## src/rtl/gpio_input.sv

```systemverilog
// Memory-mapped single-pin GPIO input: two-flop synchroniser, debounce filter,
// latched rise/fall events with W1C status, and a level interrupt.
module gpio_input #(
  parameter logic [31:0] BASE_ADDR       = 32'h80000010,
  parameter int          DEBOUNCE_CYCLES = 16,
  parameter int          CNT_W           = 16
) (
  input  logic        CLK,
  input  logic        reset,
  input  logic        WE,
  input  logic [31:0] A,
  input  logic [31:0] WD,
  output logic [31:0] RD,
  input  logic        gpio_in,
  output logic        irq
);

  localparam logic [31:0]      DATA_ADDR   = BASE_ADDR;
  localparam logic [31:0]      STATUS_ADDR = BASE_ADDR + 32'd4;
  localparam logic [31:0]      CTRL_ADDR   = BASE_ADDR + 32'd8;
  localparam logic [CNT_W-1:0] CNT_MAX     = CNT_W'(DEBOUNCE_CYCLES - 1);

  logic             sync1;
  logic             sync2;
  logic             stable;
  logic [CNT_W-1:0] cnt;
  logic             rise_pend;
  logic             fall_pend;
  logic [2:0]       ctrl;
  logic [31:0]      rd_next;

  logic stable_upd;
  logic rise_set;
  logic fall_set;
  logic wr_status;
  logic wr_ctrl;
  logic unused_wd;

  // A level is accepted only after it has differed from stable for DEBOUNCE_CYCLES edges
  assign stable_upd = (sync2 != stable) && (cnt == CNT_MAX);
  assign rise_set   = stable_upd & sync2 & ctrl[0];
  assign fall_set   = stable_upd & ~sync2 & ctrl[1];
  assign wr_status  = WE && (A == STATUS_ADDR);
  assign wr_ctrl    = WE && (A == CTRL_ADDR);
  assign unused_wd  = ^WD[31:3];

  assign irq = ctrl[2] & (rise_pend | fall_pend);

  always_ff @(posedge CLK or posedge reset) begin
    if (reset) begin
      sync1 <= 1'b0;
      sync2 <= 1'b0;
    end else begin
      sync1 <= gpio_in;
      sync2 <= sync1;
    end
  end

  always_ff @(posedge CLK or posedge reset) begin
    if (reset) begin
      stable <= 1'b0;
      cnt    <= '0;
    end else if (sync2 == stable) begin
      cnt <= '0;
    end else if (stable_upd) begin
      stable <= sync2;
      cnt    <= '0;
    end else begin
      cnt <= cnt + CNT_W'(1);
    end
  end

  // A new event on the same edge as a W1C clear takes priority
  always_ff @(posedge CLK or posedge reset) begin
    if (reset) begin
      rise_pend <= 1'b0;
      fall_pend <= 1'b0;
    end else begin
      rise_pend <= rise_set | (rise_pend & ~(wr_status & WD[0]));
      fall_pend <= fall_set | (fall_pend & ~(wr_status & WD[1]));
    end
  end

  always_ff @(posedge CLK or posedge reset) begin
    if (reset) begin
      ctrl <= 3'b000;
    end else if (wr_ctrl) begin
      ctrl <= WD[2:0];
    end
  end

  always_comb begin
    rd_next = 32'h0;
    case (A)
      DATA_ADDR:   rd_next = {30'h0, sync2, stable};
      STATUS_ADDR: rd_next = {30'h0, fall_pend, rise_pend};
      CTRL_ADDR:   rd_next = {29'h0, ctrl};
      default:     rd_next = 32'h0;
    endcase
  end

  always_ff @(posedge CLK or posedge reset) begin
    if (reset) begin
      RD <= 32'h0;
    end else begin
      RD <= rd_next;
    end
  end

endmodule

```

## config.mk

```make
export PLATFORM = sky130hd
export DESIGN_NAME = gpio_input
export DESIGN_NICKNAME = d
export VERILOG_FILES = /design/src/rtl/gpio_input.sv
export SDC_FILE = /design/constraint.sdc
export NUM_CORES = 1
export LEC_CHECK = 0
export ABC_AREA = 1
export CAP_MARGIN = 20
export CORE_ASPECT_RATIO = 0.6
export CORE_MARGIN = 3
export CORE_UTILIZATION = 45
export DETAILED_ROUTE_END_ITERATION = 10
export DONT_BUFFER_PORTS = 1
export SLEW_MARGIN = 25
export SYNTH_ARGS = -nofsm -noshare
export SYNTH_HDL_FRONTEND = slang
export SYNTH_SLANG_ARGS = --single-unit
```

## constraint.sdc

```tcl
create_clock -name CLK -period 1.3 [get_ports CLK]
set_input_delay 0.26 -clock CLK [delete_from_list [all_inputs] [get_ports CLK]]
set_output_delay 0.26 -clock CLK [all_outputs]
set_load 0.05 [all_outputs]
```

# Word level (Yosys, flattened, before mapping)
# Cells that the tools add are included.
# word_totals
register_bits,56
in_bits,68
output_inout_bits,33
word_cells,38
# op_classes
n_addsub,1
n_eq_ne,6
muxes,3
bitwise_logic,16
n_reduce_logical,4
# op_table
operator,n
$eq 32x32->1 const B,3
$mux 16,2
$add 16x1->16 const B,1
$eq 16x4->1 const B,1
$and 1x1->1,9
$pmux 3 s3,1
$not 1->1,4
$logic_and 1x1->1,3
$or 1x1->1,3
$reduce_and 2->1,1
$eq 1x1->1,1
$ne 1x1->1,1

# Depth between registers and ports, before layout
# Gate-level depths: netlist (run 1).
# logic_depth
depth_word,6
mapped_depth,9
depth_no_buf,9

# Worst setup path before layout (run 1)
# No wires, ideal clock.
# synth_timing
path_kind,reg-to-output
from,reg rise_pend
to,out irq
arrival_time_ns,1.032
required_ns,1.040
setup_slack_ns,0.008
stages_incl_launch_ff,3
n_path_buf,0
cell_sequence,dfrtp_1 nor2_1 nor2_1
# synth_between
elab_chain_len,2
# synth_rtl
element,line,source
from (decl),27,logic rise_pend;
from (signal assigned),79,rise_pend <= rise_set | (rise_pend & ~(wr_status & WD[0]));
$or 1x1->1,47,assign irq = ctrl[2] & (rise_pend | fall_pend);
$and 1x1->1,47,
to (decl),15,output logic irq
# No other way between the ends.

# Worst setup path after layout (run 1)
# layout_timing
from,reg cnt[0]
to,reg cnt[3]
# layout_between
elab_chain_len,4
elab_cells_between_ends,5
classes_between,add/sub (1); eq/ne (1); mux (2); reduce/logical (1)
# layout_rtl
element,line,source
from (decl),26,logic [CNT_W-1:0] cnt;
from (signal assigned),69,cnt <= cnt + CNT_W'(1);
branches (longest 2 deep; another with $add 16x1->16),n/a,
$mux 16 *,65,end else if (stable_upd) begin
$mux 16 *,63,end else if (sync2 == stable) begin
# Mark *: on every way between the ends.
# A chain may end at the register's enable or synchronous reset.

==> results of run 1 <==
[cell usage after synthesis (all sizes together)]
| cell | n |
|---|---|
| nor2 | 51 |
| nand2 | 47 |
| buf | 30 |
| inv | 30 |
| dfrtp | 27 |
| nand3 | 21 |
| nor3 | 10 |
| xor2 | 6 |
| nand4 | 5 |
| nand3b | 2 |
| a21oi | 1 |
| and2 | 1 |
| conb | 1 |
| ha | 1 |
| nor3b | 1 |
| o21ai | 1 |
| xnor2 | 1 |
[stage by stage]
stage                TNS, ns  hold slack, ns  worst slack [ns]  power [W]    util
floorplan                  0          0.2914          0.008402   0.001180       -
global placement     -0.2675          0.2407          -0.07436   0.001132  0.4960
detailed placement   -0.2409          0.2389          -0.06881   0.001132  0.4960
CTS                 -0.01059          0.1088         -0.005305   0.001627  0.5247
global route         -0.8073          0.1019           -0.1087   0.001699  0.5741
finish              -0.01253          0.1153          -0.01253   0.001621  0.5741
[critical path: cells and delay by family, from the launching register on]
kind	cells	cell delay, ns
AND/OR/NAND/NOR	3	0.23
buffers and inverters	6	0.60
flip-flops	1	0.43
[registers in the layout, summed over array words and instances, names as in the netlist]
| signal | cells |
|---|---|
| sync2 | 1 |
| rise_pend | 1 |
| cnt | 16 |
| fall_pend | 1 |
| RD | 3 |
| sync1 | 1 |
| stable | 1 |
| ctrl | 3 |
[kinds of logic after synthesis]
logic type,Yosys count,synth area share
simple gates,138,0.3516
buf+inv,60,0.1991
compound gates,2,0.005830
xor+xnor,7,0.04012
fa+ha+maj,1,0.007293
flops,27,0.3939
other cells,1,0.002186
[cell type report]
class,instances,share of cell area
clock buffer,3,0.02089
timing repair buffer,21,0.08797
tap,45,0.02848
inverter,30,0.05696
multi-input combinational,177,0.4608
sequential,27,0.3424
clock inverter,1,0.002532
[worst min path at each step]
stage / cells after the start / to / startpoint
6_report: 2 / ctrl[2]$_DFFE_PP0P_ / WD[2]
5_1_grt: 2 / ctrl[1]$_DFFE_PP0P_ / WD[1]
4_1_cts: 2 / ctrl[2]$_DFFE_PP0P_ / WD[2]
3_5_place_dp: 2 / sync1$_DFF_PP0_ / reset
3_3_place_gp: 2 / sync1$_DFF_PP0_ / reset
2_1_floorplan: 0 / sync1$_DFF_PP0_ / gpio_in
[routing by layer]
metal  track usage  share of wire  up-vias
met4       0.02368         0.0028        0
met2        0.2101           0.42       63
li1              -              -      712
met5             0              0        -
met3       0.04281          0.093        2
met1        0.2302           0.49      642
[power by group through the flow]
stage	Combinational (W)	Clock, W	Sequential [W]
2_1_floorplan	0.000306	0	0.000873
3_3_place_gp	0.000258	0	0.000874
3_5_place_dp	0.000258	0	0.000874
4_1_cts	0.000266	0.000503	0.000858
5_1_grt	0.000304	0.000530	0.000865
6_report	0.000283	0.000474	0.000863
[what timing repair did]
| item | CTS | global route |
|---|---|---|
| buffers inserted | 3 | 8 |
| pin swaps | 2 | 5 |
| hold endpoints to repair | 28 | 0 |
| hold buffers | 2 | 0 |
| resized for setup | 3 | 32 |
| endpoints found under the setup margin | 10 | 17 |
==> flow_summary.yaml, run 1 <==
setup_path:
  reg2regPathDepth: 9
  regToRegEndpoint: "cnt[3]$_DFF_PP0_"
  crit_end: "cnt[3]$_DFF_PP0_"
  crit_top_cell: "buf_4"
  ff2ff_setup_slack_ns: -0.01
  required_ns: 1.52
  worstPathArrival_ns: 1.53
  crit_chain: "buf_6 -> nand3_4 -> nor2_4 -> buf_4 -> buf_4 -> buf_4 -> inv_2 -> nand4_1 -> inv_1"
  worst_path_max_delay_cell: "dfrtp_1"
  reg2reg_from: "cnt[0]$_DFF_PP0_"
  crit_start: "cnt[0]$_DFF_PP0_"
  critPathMaxFanout: 3
  worstSetupStartpointType: "flop"
  endpoint_kind: "flop"
  crit_type: "flop to flop"
  cpPeakStageDelay_ns: 0.43
finish:
  fillers: 337
  mostFrequentLayoutCells: "43 x nand2_1, 41 x nor2_1, 29 x conb_1, 26 x dfrtp_1, 25 x inv_1"
  nets: 329
  stdcell_count: 304
  area_delta_synth_final_pct: 15.24
  multi_input_area_um2: 910.9
  fin_area_um2: 1977
  drive_gt1_frac: 0.2046
  n_antenna_cell: 0
  mostFrequentLayoutCell: "nand2_1"
  register_area_um2: 676.9
yosys:
  syn_area_um2: 1715
  ys_warn_count: 0
  yosys.area.top_type_share: 0.3939
  ys_top_cells_by_area: "dfrtp_1 39%, buf_4 13%, nor2_1 11%"
  ys_seq_area_frac: 0.3939
  synth_top_cell_by_area: "dfrtp_1"
  synth_cells: 236
  synthDistinctLibCells: 22
  avgSynthCellArea_um2: 7.269
  ys_ff_latch: 27
timing:
  max_freq_mhz: 761.9
  drv_slew: 0
  min_period_ns: 1.313
  finalSetupViolations: 1
  finalHoldViolations: 0
  min_period_over_period: 1.010
  clock_skew_ns: 0.004234
  rsz0062_at_grt: "true"
  setup_ws_ns: -0.01253
drt:
  drcViolationCount: 0
  antenna_left: 0
  drtPass1Iterations: 4
  viasPerCell: 4.668
  via_count: 1419
  wl_per_cell_um: 11.78
  drt_wl_total_um: 3581
  drtIter0Drc: 132
floorplan:
  fp.dieH_um: 53.83
  row_count: 16
  fp.dieW_um: 85.71
  io_pins: 101
  start_util: 0.4982
  dieArea_um2: 4613
  design.core.area_um2: 3443
run_status:
  failed_checks: "negative setup slack"
  outcome: "complete, but fails checks"
place:
  portBuffers: 0
  globalplace.congestion: 0.9028
  placed_area_um2: 1708
  place_hpwl_um: 2608
  place_inst: 287
global_routing:
  first_global_vias: 1142
  antenna_found_initial: 0
  grt_use_total: 0.1501
  grt_max_degree: 28
  grt_pass1_wl_um: 5230
  grt_overflow: 0
power:
  intPower_w: 0.001111
  power.leakage_nw: 0.9571
  power_density_nw_per_um2: 819.9
  pwr-share-comb: 0.175
  power_frac_clock: 0.293
  p_sw_w: 0.0005102
  ir_worst_vdd_mv: 0.4050
  seq_power_share: 0.533
  p_sw_frac: 0.3148
clocking:
  cts_root_buf: "clkbuf_8"
  clk_pin_slew_ns: 0.09
  cts_buffers: 3
  cts_tree: "built"
  cts-htree-levels: 1
  clock_latency_ns: 0.27
  cts.sinks: 27
  cts_buffer_depth: 2
flow_run:
  drv_cap: 0
hold_path:
  min_path_type: "input pin to flop"
Power figures use the tool's default switching activity.
==> inputs of run 2 (changes only) <==
Settings changed: MAX_ROUTING_LAYER set to met4, PLACE_DENSITY set to 0.67.
==> run 2 against run 1 <==
Effect of this change: the run still ends with negative setup slack left; largest cell class unchanged; worst hold slack better by 0.0054 ns; count of clock-buffer cells in the layout is 1 higher; register-to-register slack hardly changed; critical path type unchanged; power is 0.74% lower; sequential share of layout area is 1.3 points higher.
==> flow_summary.yaml, run 2 (synthesis gave the netlist of run 1 again) <==
drt:
  drt_wl_total_um: 3346
  viasPerCell: 4.632
  antenna_left: 0
  drtPass1Iterations: 4
  wl_per_cell_um: 11.19
  drtIter0Drc: 148
  via_count: 1385
  drcViolationCount: 0
floorplan:
  design.core.area_um2: 3443
  fp.dieH_um: 53.83
  row_count: 16
  fp.dieW_um: 85.71
  dieArea_um2: 4613
  start_util: 0.4982
  io_pins: 101
finish:
  n_antenna_cell: 0
  fin_area_um2: 1907
  top_register: "cnt"
  largest_reg_flops: 16
  fillers: 330
  reg_top3: "cnt (16), RD (3), ctrl (3)"
  multi_input_area_um2: 887.1
  stdcell_count: 299
  mostFrequentLayoutCell: "nand2_1"
  register_area_um2: 676.9
  area_delta_synth_final_pct: 11.16
  post-route-util: 0.5538
  drive_gt1_frac: 0.1693
  nets: 324
  mostFrequentLayoutCells: "45 x nand2_1, 42 x nor2_1, 29 x conb_1, 26 x dfrtp_1, 25 x inv_1"
clocking:
  cts_buffers: 3
  cts.sinks: 27
  clock_latency_ns: 0.27
  clk_pin_slew_ns: 0.09
  cts_root_buf: "clkbuf_8"
  cts-htree-levels: 1
  cts_buffer_depth: 2
  cts_tree: "built"
setup_path:
  endpoint_kind: "flop"
  required_ns: 1.45
  worstSetupStartpointType: "flop"
  worstPathArrival_ns: 1.47
  crit_start: "cnt[0]$_DFF_PP0_"
  ff2ff_setup_slack_ns: -0.02
  regToRegEndpoint: "cnt[9]$_DFF_PP0_"
  crit_end: "cnt[9]$_DFF_PP0_"
  crit_type: "flop to flop"
  reg2regPathDepth: 7
  critPathMaxFanout: 3
  reg2reg_from: "cnt[0]$_DFF_PP0_"
global_routing:
  grt_max_degree: 28
  grt_pass1_wl_um: 4974
  antenna_found_initial: 0
  grt_overflow: 0
  first_global_vias: 1102
  grt_use_total: 0.1446
timing:
  min_period_ns: 1.319
  setup_ws_ns: -0.01947
  min_period_over_period: 1.015
  finalHoldViolations: 0
  drv_slew: 0
  rsz0062_at_grt: "true"
  whs_ns: 0.1207
  max_freq_mhz: 757.9
  finalSetupViolations: 2
  clock_skew_ns: 0.003291
hold_path:
  hp-start: "WD[2]"
  min_path_type: "input pin to flop"
flow_run:
  drv_cap: 0
place:
  portBuffers: 0
  place_hpwl_um: 2498
  placed_area_um2: 1700
  place_inst: 286
  globalplace.congestion: 0.9288
run_status:
  failed_checks: "negative setup slack"
  outcome: "complete, but fails checks"
power:
  power.leakage_nw: 0.9503
  power_density_nw_per_um2: 843.7
  ir_worst_vdd_mv: 0.5916
run 2: changes by cell type in the layout (fill, tap and decap cells not counted), moves of 2 or more:
cell and delta:
nand2_1 +2, buf_6 -2, buf_4 -3, nand2_2 -2
nor2_4 -2, nor3_2 -2
run 2: area by class of cell:
type | instances | area share
clock buffer | 4 | 0.02362
inverter | 30 | 0.05906
multi-input combinational | 177 | 0.4652
sequential | 27 | 0.3550
tap | 45 | 0.02953
timing repair buffer | 16 | 0.06759
run 2: worst max-delay path, stage by stage, from the launching register on:
cell     delay [ns]
dfrtp_1        0.40
buf_4          0.14
nand3_2        0.11
nor2_2         0.15
nand2_2        0.09
nor2_2         0.12
xor2_1         0.15
nor2_1         0.05
run 2: worst min-delay path by stage:
stage,to,cells after the start
finish,ctrl[2]$_DFFE_PP0P_,2
global route,ctrl[0]$_DFFE_PP0P_,2
CTS,sync1$_DFF_PP0_,0
detailed placement,ctrl[0]$_DFFE_PP0P_,2
global placement,sync1$_DFF_PP0_,2
floorplan,sync1$_DFF_PP0_,0
run 2: per-stage QoR:
stage | total power [W] | setup TNS (ns) | setup slack, ns
after global routing | 0.001690 | -0.6722 | -0.1240
final | 0.001609 | -0.02503 | -0.01947
after detailed placement | 0.001131 | -0.2698 | -0.05879
after CTS | 0.001603 | -0.01387 | -0.01290
after global placement | 0.001130 | -0.3227 | -0.07745
after floorplan | 0.001180 | 0 | 0.008402
run 2: power by group:
group | internal, W | switching [W]
logic | 0.0000431 | 0.000237
registers | 0.000850 | 0.0000107
clock network | 0.000219 | 0.000249
total | 0.00111 | 0.000497
run 2: routing by layer:
| layer | part of all wire | global-route usage |
|---|---|---|
| met3 | 0.12 | 0.04587 |
| met5 | 0 | - |
| met4 | 0.0033 | 0.01579 |
| met1 | 0.47 | 0.2154 |
| met2 | 0.41 | 0.1946 |
run 2: repair_timing:
| action | 4_1_cts | 5_1_grt |
|---|---|---|
| gates resized for setup | 5 | 22 |
| endpoints found under the hold margin | 27 | 1 |
| endpoints found under the setup margin | 10 | 16 |
| hold buffers | 1 | 1 |
| setup buffers | 2 | 5 |
| pin swaps | 1 | 5 |
